===== src/rtl/amp_if_pkg.sv =====
// -----------------------------------------------------------------------------
// amp_if_pkg
//   Shared definitions for the Merus Gen1 amplifier control blocks.
//   - 3-bit state encodings of the startup sequencer (exposed on state_o)
//   - default timing constants, in system clock cycles
//   - packed bundle of the sequencer's registered outputs, plus the decode
//     from the state being entered to the output levels held in that state
// -----------------------------------------------------------------------------
package amp_if_pkg;

    localparam logic [2:0] ST_OFF       = 3'd0;
    localparam logic [2:0] ST_PWR_WAIT  = 3'd1;
    localparam logic [2:0] ST_CFG       = 3'd2;
    localparam logic [2:0] ST_CFG_WAIT  = 3'd3;
    localparam logic [2:0] ST_RUN       = 3'd4;
    localparam logic [2:0] ST_MUTE_WAIT = 3'd5;
    localparam logic [2:0] ST_FAULT     = 3'd6;

    localparam int T_PWR_DEF   = 1024;
    localparam int T_HOLD_DEF  = 32;
    localparam int T_CFG_DEF   = 4096;
    localparam int T_MUTE_DEF  = 256;
    localparam int T_RETRY_DEF = 65536;
    localparam int CNT_W_DEF   = 24;

    typedef struct packed {
        logic amp_en;
        logic amp_nmute;
        logic i2c_resetb;
        logic send_cfg;
        logic ready;
        logic fault;
    } amp_out_t;

    // Output levels are a pure function of the state being entered, so
    // registering this decode of the next state makes every output change
    // on the same edge as the transition that causes it.
    function automatic amp_out_t outs_for(input logic [2:0] st);
        amp_out_t o;
        o = '0;
        case (st)
            ST_PWR_WAIT, ST_CFG_WAIT, ST_MUTE_WAIT: begin
                o.amp_en     = 1'b1;
                o.i2c_resetb = 1'b1;
            end
            ST_CFG: begin
                o.amp_en     = 1'b1;
                o.i2c_resetb = 1'b1;
                o.send_cfg   = 1'b1;
            end
            ST_RUN: begin
                o.amp_en     = 1'b1;
                o.i2c_resetb = 1'b1;
                o.amp_nmute  = 1'b1;
                o.ready      = 1'b1;
            end
            ST_FAULT: o.fault = 1'b1;
            default:  o = '0;
        endcase
        return o;
    endfunction

endpackage


===== src/rtl/sync2.sv =====
// -----------------------------------------------------------------------------
// sync2
//   Generic two-flop synchronizer for a single asynchronous level.
//   RST_VAL selects the value both flops take during reset, so an inactive
//   level (e.g. high for an active-low pin) is presented until real samples
//   have propagated through.
//   Ports:
//     clk   - destination clock
//     rst_n - asynchronous active-low reset
//     d     - asynchronous input
//     q     - synchronized output (2 clk edges of latency)
// -----------------------------------------------------------------------------
module sync2 #(
    parameter logic RST_VAL = 1'b0
) (
    input  logic clk,
    input  logic rst_n,
    input  logic d,
    output logic q
);

    logic meta_q;
    logic sync_q;

    always_ff @(posedge clk or negedge rst_n) begin
        if (!rst_n) begin
            meta_q <= RST_VAL;
            sync_q <= RST_VAL;
        end else begin
            meta_q <= d;
            sync_q <= meta_q;
        end
    end

    assign q = sync_q;

endmodule


===== src/rtl/amp_startup_seq.sv =====
// -----------------------------------------------------------------------------
// amp_startup_seq
//   Power-up / power-down sequencer for the Merus Gen1 amplifier. Enables the
//   amp, releases and triggers the I2C configuration master, waits for the
//   boot configuration transfer, then unmutes. Handles orderly shutdown
//   (mute, wait, disable) and fault hold-off/recovery.
//   Ports:
//     clk_in     - system clock (undivided)
//     resetb     - asynchronous active-low reset
//     start      - level request to run the amp
//     nfault     - amp fault pin, active low, asynchronous
//     amp_en     - amp power enable
//     amp_nmute  - amp mute control, 0 = muted
//     i2c_resetb - I2C master reset, low holds it in init
//     send_cfg   - configuration trigger to the I2C master
//     ready      - amp configured and unmuted
//     fault      - fault hold-off in progress
//     state_o    - current state encoding (debug)
// -----------------------------------------------------------------------------
module amp_startup_seq
    import amp_if_pkg::*;
#(
    parameter int T_PWR   = T_PWR_DEF,
    parameter int T_HOLD  = T_HOLD_DEF,
    parameter int T_CFG   = T_CFG_DEF,
    parameter int T_MUTE  = T_MUTE_DEF,
    parameter int T_RETRY = T_RETRY_DEF,
    parameter int CNT_W   = CNT_W_DEF
) (
    input  logic       clk_in,
    input  logic       resetb,
    input  logic       start,
    input  logic       nfault,
    output logic       amp_en,
    output logic       amp_nmute,
    output logic       i2c_resetb,
    output logic       send_cfg,
    output logic       ready,
    output logic       fault,
    output logic [2:0] state_o
);

    logic             nfault_s;
    logic [2:0]       state_q, state_d;
    logic [CNT_W-1:0] cnt_q, cnt_d;
    amp_out_t         out_q, out_d;
    logic             expired;

    sync2 #(.RST_VAL(1'b1)) u_nfault_sync (
        .clk   (clk_in),
        .rst_n (resetb),
        .d     (nfault),
        .q     (nfault_s)
    );

    // Counter value loaded when a state is entered; untimed states load 0.
    function automatic logic [CNT_W-1:0] load_for(input logic [2:0] st);
        case (st)
            ST_PWR_WAIT:  return CNT_W'(T_PWR - 1);
            ST_CFG:       return CNT_W'(T_HOLD - 1);
            ST_CFG_WAIT:  return CNT_W'(T_CFG - 1);
            ST_MUTE_WAIT: return CNT_W'(T_MUTE - 1);
            ST_FAULT:     return CNT_W'(T_RETRY - 1);
            default:      return '0;
        endcase
    endfunction

    assign expired = (cnt_q == '0);

    always_comb begin
        state_d = state_q;
        case (state_q)
            ST_OFF: begin
                if (start) state_d = ST_PWR_WAIT;
            end
            // nfault is ignored while the amp boots: it may pull it low.
            ST_PWR_WAIT: begin
                if (!start)       state_d = ST_OFF;
                else if (expired) state_d = ST_CFG;
            end
            ST_CFG: begin
                if (!start)       state_d = ST_OFF;
                else if (expired) state_d = ST_CFG_WAIT;
            end
            ST_CFG_WAIT: begin
                if (!nfault_s)    state_d = ST_FAULT;
                else if (!start)  state_d = ST_OFF;
                else if (expired) state_d = ST_RUN;
            end
            ST_RUN: begin
                if (!nfault_s)    state_d = ST_FAULT;
                else if (!start)  state_d = ST_MUTE_WAIT;
            end
            // Shutdown always completes; a renewed start restarts from OFF
            // so the I2C master gets pulsed through reset again.
            ST_MUTE_WAIT: begin
                if (!nfault_s)    state_d = ST_FAULT;
                else if (expired) state_d = ST_OFF;
            end
            ST_FAULT: begin
                if (expired && nfault_s) state_d = ST_OFF;
            end
            default: state_d = ST_OFF;
        endcase

        if (state_d != state_q) cnt_d = load_for(state_d);
        else if (expired)       cnt_d = '0;
        else                    cnt_d = cnt_q - CNT_W'(1);

        out_d = outs_for(state_d);
    end

    always_ff @(posedge clk_in or negedge resetb) begin
        if (!resetb) begin
            state_q <= ST_OFF;
            cnt_q   <= '0;
            out_q   <= '0;
        end else begin
            state_q <= state_d;
            cnt_q   <= cnt_d;
            out_q   <= out_d;
        end
    end

    assign amp_en     = out_q.amp_en;
    assign amp_nmute  = out_q.amp_nmute;
    assign i2c_resetb = out_q.i2c_resetb;
    assign send_cfg   = out_q.send_cfg;
    assign ready      = out_q.ready;
    assign fault      = out_q.fault;
    assign state_o    = state_q;

endmodule

===== config.mk =====
export PLATFORM = sky130hd
export DESIGN_NAME = amp_startup_seq
export DESIGN_NICKNAME = d
export VERILOG_FILES = /design/src/rtl/amp_if_pkg.sv /design/src/rtl/sync2.sv /design/src/rtl/amp_startup_seq.sv
export SDC_FILE = /design/constraint.sdc
export NUM_CORES = 1
export LEC_CHECK = 0
export ABC_AREA = 1
export CELL_PAD_IN_SITES_DETAIL_PLACEMENT = 0
export CELL_PAD_IN_SITES_GLOBAL_PLACEMENT = 2
export CORE_ASPECT_RATIO = 1.4
export CORE_MARGIN = 4
export CORE_UTILIZATION = 33
export CTS_BUF_LIST = sky130_fd_sc_hd__clkbuf_4 sky130_fd_sc_hd__clkbuf_8
export CTS_CLUSTER_SIZE = 25
export DETAILED_ROUTE_END_ITERATION = 8
export GPL_TIMING_DRIVEN = 0
export MAX_ROUTING_LAYER = met4
export PLACE_DENSITY = 0.79
export SYNTH_ARGS = -nofsm -noshare
export SYNTH_HDL_FRONTEND = slang
export SYNTH_SLANG_ARGS = --single-unit
export TNS_END_PERCENT = 30

===== constraint.sdc =====
create_clock -name clk_in -period 2 [get_ports clk_in]
set_input_delay 0.5 -clock clk_in [delete_from_list [all_inputs] [get_ports clk_in]]
set_output_delay 0.5 -clock clk_in [all_outputs]
set_load 0.01 [all_outputs]

==> impl_metrics.tcl <==
set metrics [dict create \
    status "complete, no violations" \
    slew_headroom 0.492 \
    ys_ff_latch 33 \
    fin_cells 396 \
    antenna_found_initial 0 \
    htreeDepth 2 \
    route.detailed.drc 0 \
    grt_pass1_wl_um 8850 \
    tns_ns 0 \
    grt_max_degree 34 \
    clock-skew-final_ns 0.00803 \
    fin_crit_ns 1.98 \
    drt-vias-per-instance 4.78 \
    p_comb_frac 0.666 \
    switching_power_mw 2.33 \
    hp-class "input pin to async pin" \
    ir_drop_uv 1050 \
    yosys.cell_count.top_type "nand2_1" \
    initial_core_util 0.340 \
    drt_iter0_drc 39 \
    power.internal_mw 2.63 \
    maxSlewViolCount 0 \
    gp_congestion 0.790 \
    core_area_um2 6250 \
    yosysUniqueCellTypes 31 \
    cts_hold_buffers 0 \
    die-area_um2 7820 \
    required_ns 2.18 \
    ant_nets 0 \
    wire_per_inst_um 13.7 \
    power_frac_seq 0.234 \
    synthesis.nets 282 \
    hpwl_um 3830 \
    leakagePower_nw 1.37 \
    reg2reg_to "cnt_q[10]$_DFF_PN0_" \
    ys_async_sr_fraction 1.00 \
    syn2layout_area_growth_pct 32.3 \
    r2r_cells 14 \
    synth_cells 277 \
    grt_util_all_layers 0.155 \
    grt_overflow_total 0 \
    io_buffers 12 \
    die_y_um 103 \
    setup_viol 0 \
    startpoint_type "flop" \
    synth_area_um2 2130 \
    cts_buffers 5 \
    drv_cap 0 \
    vias 1893 \
    path_clk_slew_ns 0.08 \
    dr.pass1.iters 4 \
    fin_hold_ws_ns 0.281 \
    placedCellCount 361 \
    synth_edf_count 0 \
    yosysTopAreaCell "dfrtp_1" \
    fp-row-count 34 \
    switching_share 0.470 \
    post-place-ws_ns -0.401 \
    synthFlopType "dfrtp_1" \
    synth_top_area_frac 0.364 \
    wl_um 5440 \
    reg2reg_from "cnt_q[0]$_DFF_PN0_" \
    grt_pass1_vias 1882 \
    ys_warn_count 0 \
    rsz0062_at_grt "true" \
    die_w_um 75.9 \
    final-hold-violation-count 0 \
    end_kind "flop" \
    finalWorstSetupSlack_ns 0.0184 \
    clock_power_share 0.100 \
    cts.sinks 33 \
    tritoncts "yes" \
    worst_pin_slew_ns 0.761 \
    ys_top_cells_by_area "dfrtp_1, nand2_1, nor2_1, nand4_1, xor2_1" \
    worstSkewPairLatency_ns 0.29 \
    fin_crit_sh 0.991 \
    synthTopCellsByCount "nand2_1, nor2_1, dfrtp_1" \
    critical_path_class "flop to flop" \
    pin_count 13 \
    synth_area_per_cell_um2 7.68 \
    timing.fmax_mhz 505 \
    rrSetupSlack_ns 0.02 \
    drive_above_1_share 0.349 \
    clockBufferDepth 2 \
    final_net_count 328 \
    crit_fanout 8 \
    yosysSeqAreaShare 0.389 \
    power.density_nw_per_um2 1760 \
    cp.arrival_ns 2.16 \
    cts_root_buf "clkbuf_8" \
    antenna_cells 0 \
]
==> how the worst max path moves through the flow <==
stage | start | to | slack [ns]
after floorplan | cnt_q[0]$_DFF_PN0_ | cnt_q[10]$_DFF_PN0_ | 0.06
after global placement | cnt_q[0]$_DFF_PN0_ | cnt_q[2]$_DFF_PN0_ | -0.42
after detailed placement | cnt_q[0]$_DFF_PN0_ | cnt_q[3]$_DFF_PN0_ | -0.40
after CTS | cnt_q[9]$_DFF_PN0_ | cnt_q[8]$_DFF_PN0_ | 0.01
after global routing | cnt_q[1]$_DFF_PN0_ | cnt_q[9]$_DFF_PN0_ | -0.14
final | cnt_q[0]$_DFF_PN0_ | cnt_q[10]$_DFF_PN0_ | 0.02
==> flip-flops by register name, indices dropped and copies added (netlist names) <==
| signal | flops |
|---|---|
| cnt_q | 24 |
| state_o | 3 |
| fault | 1 |
| u_nfault_sync.q | 1 |
| ready | 1 |
| i2c_resetb | 1 |
| u_nfault_sync.meta_q | 1 |
| send_cfg | 1 |
==> cell type report <==
| class | instances | area, µm² |
|---|---|---|
| inverter | 26 | 104 |
| clock buffer | 5 | 68.8 |
| timing repair buffer | 39 | 338 |
| tap | 72 | 90.1 |
| multi-input combinational | 209 | 1300 |
| sequential | 33 | 830 |
| clock inverter | 3 | 17.5 |
| fill | 654 | 3440 |
| buffer | 9 | 72.6 |
==> placed cells by master, fill, tap and decap left out, drive strengths merged <==
| cell type | count |
|---|---|
| dfstp | 2 |
| nor4 | 1 |
| nand2 | 76 |
| clkdlybuf4s50 | 10 |
| nor3 | 3 |
| and2 | 1 |
| clkinvlp | 2 |
| nand3b | 1 |
| a21o | 1 |
| dfrtp | 31 |
| o21ai | 4 |
| buf | 32 |
| dlymetal6s2s | 1 |
| or2 | 4 |
| xor2 | 12 |
| a21oi | 6 |
| xnor2 | 4 |
| clkinv | 2 |
| o211ai | 1 |
| ha | 1 |
| clkbuf | 10 |
| inv | 25 |
| nand4 | 21 |
| nand3 | 19 |
| nor2 | 54 |
==> power groups by stage <==
stage,clock network [mW],logic (mW),registers [mW]
final,0.498,3.30,1.16
after global routing,0.553,3.66,1.19
after CTS,0.526,2.86,1.14
after detailed placement,0,2.52,1.15
after global placement,0,2.52,1.15
after floorplan,0,1.85,1.14
==> worst max-delay path, cell delays in order (launching register included) <==
cell     delay (ns)
dfrtp_1        0.37
inv_2          0.08
ha_4           0.16
nand2_4        0.06
nor2_4         0.18
nand4_4        0.15
nand2_4        0.11
nand2_4        0.06
nor2_8         0.11
nand2_4        0.08
nand2_8        0.09
nand3_4        0.13
buf_12         0.18
nand2_4        0.05
nand2_1        0.05
==> metal layers <==
layer / part of all wire / global-route usage
met5: 0 / -
met4: 0.017 / 0.0525
met3: 0.017 / 0.0176
met2: 0.56 / 0.284
met1: 0.40 / 0.169
==> repair_timing <==
item                                    4_1_cts  5_1_grt
hold endpoints to repair                      0        0
setup buffers                                13       13
gates cloned                                  0        1
resized for setup                            23       29
pin swaps                                    10        3
endpoints found under the setup margin       26       27
==> cell families after synthesis <==
logic type	synth area share
AND/OR/NAND/NOR	0.433
buffers and inverters	0.0753
flip-flops	0.389
XOR/XNOR	0.0658
AO/OA/AOI/OAI	0.0306
adder cells (fa/ha/maj)	0.00588
==> through the flow <==
step	cell area, µm²	utilization	total power [mW]
final	2820	0.450	4.95
after CTS	2610	0.417	4.53
after global placement	2340	0.374	3.67
after floorplan	2130	-	2.99
after detailed placement	2330	0.373	3.66
after global routing	2820	0.450	5.41
Power figures use the tool's default switching activity.
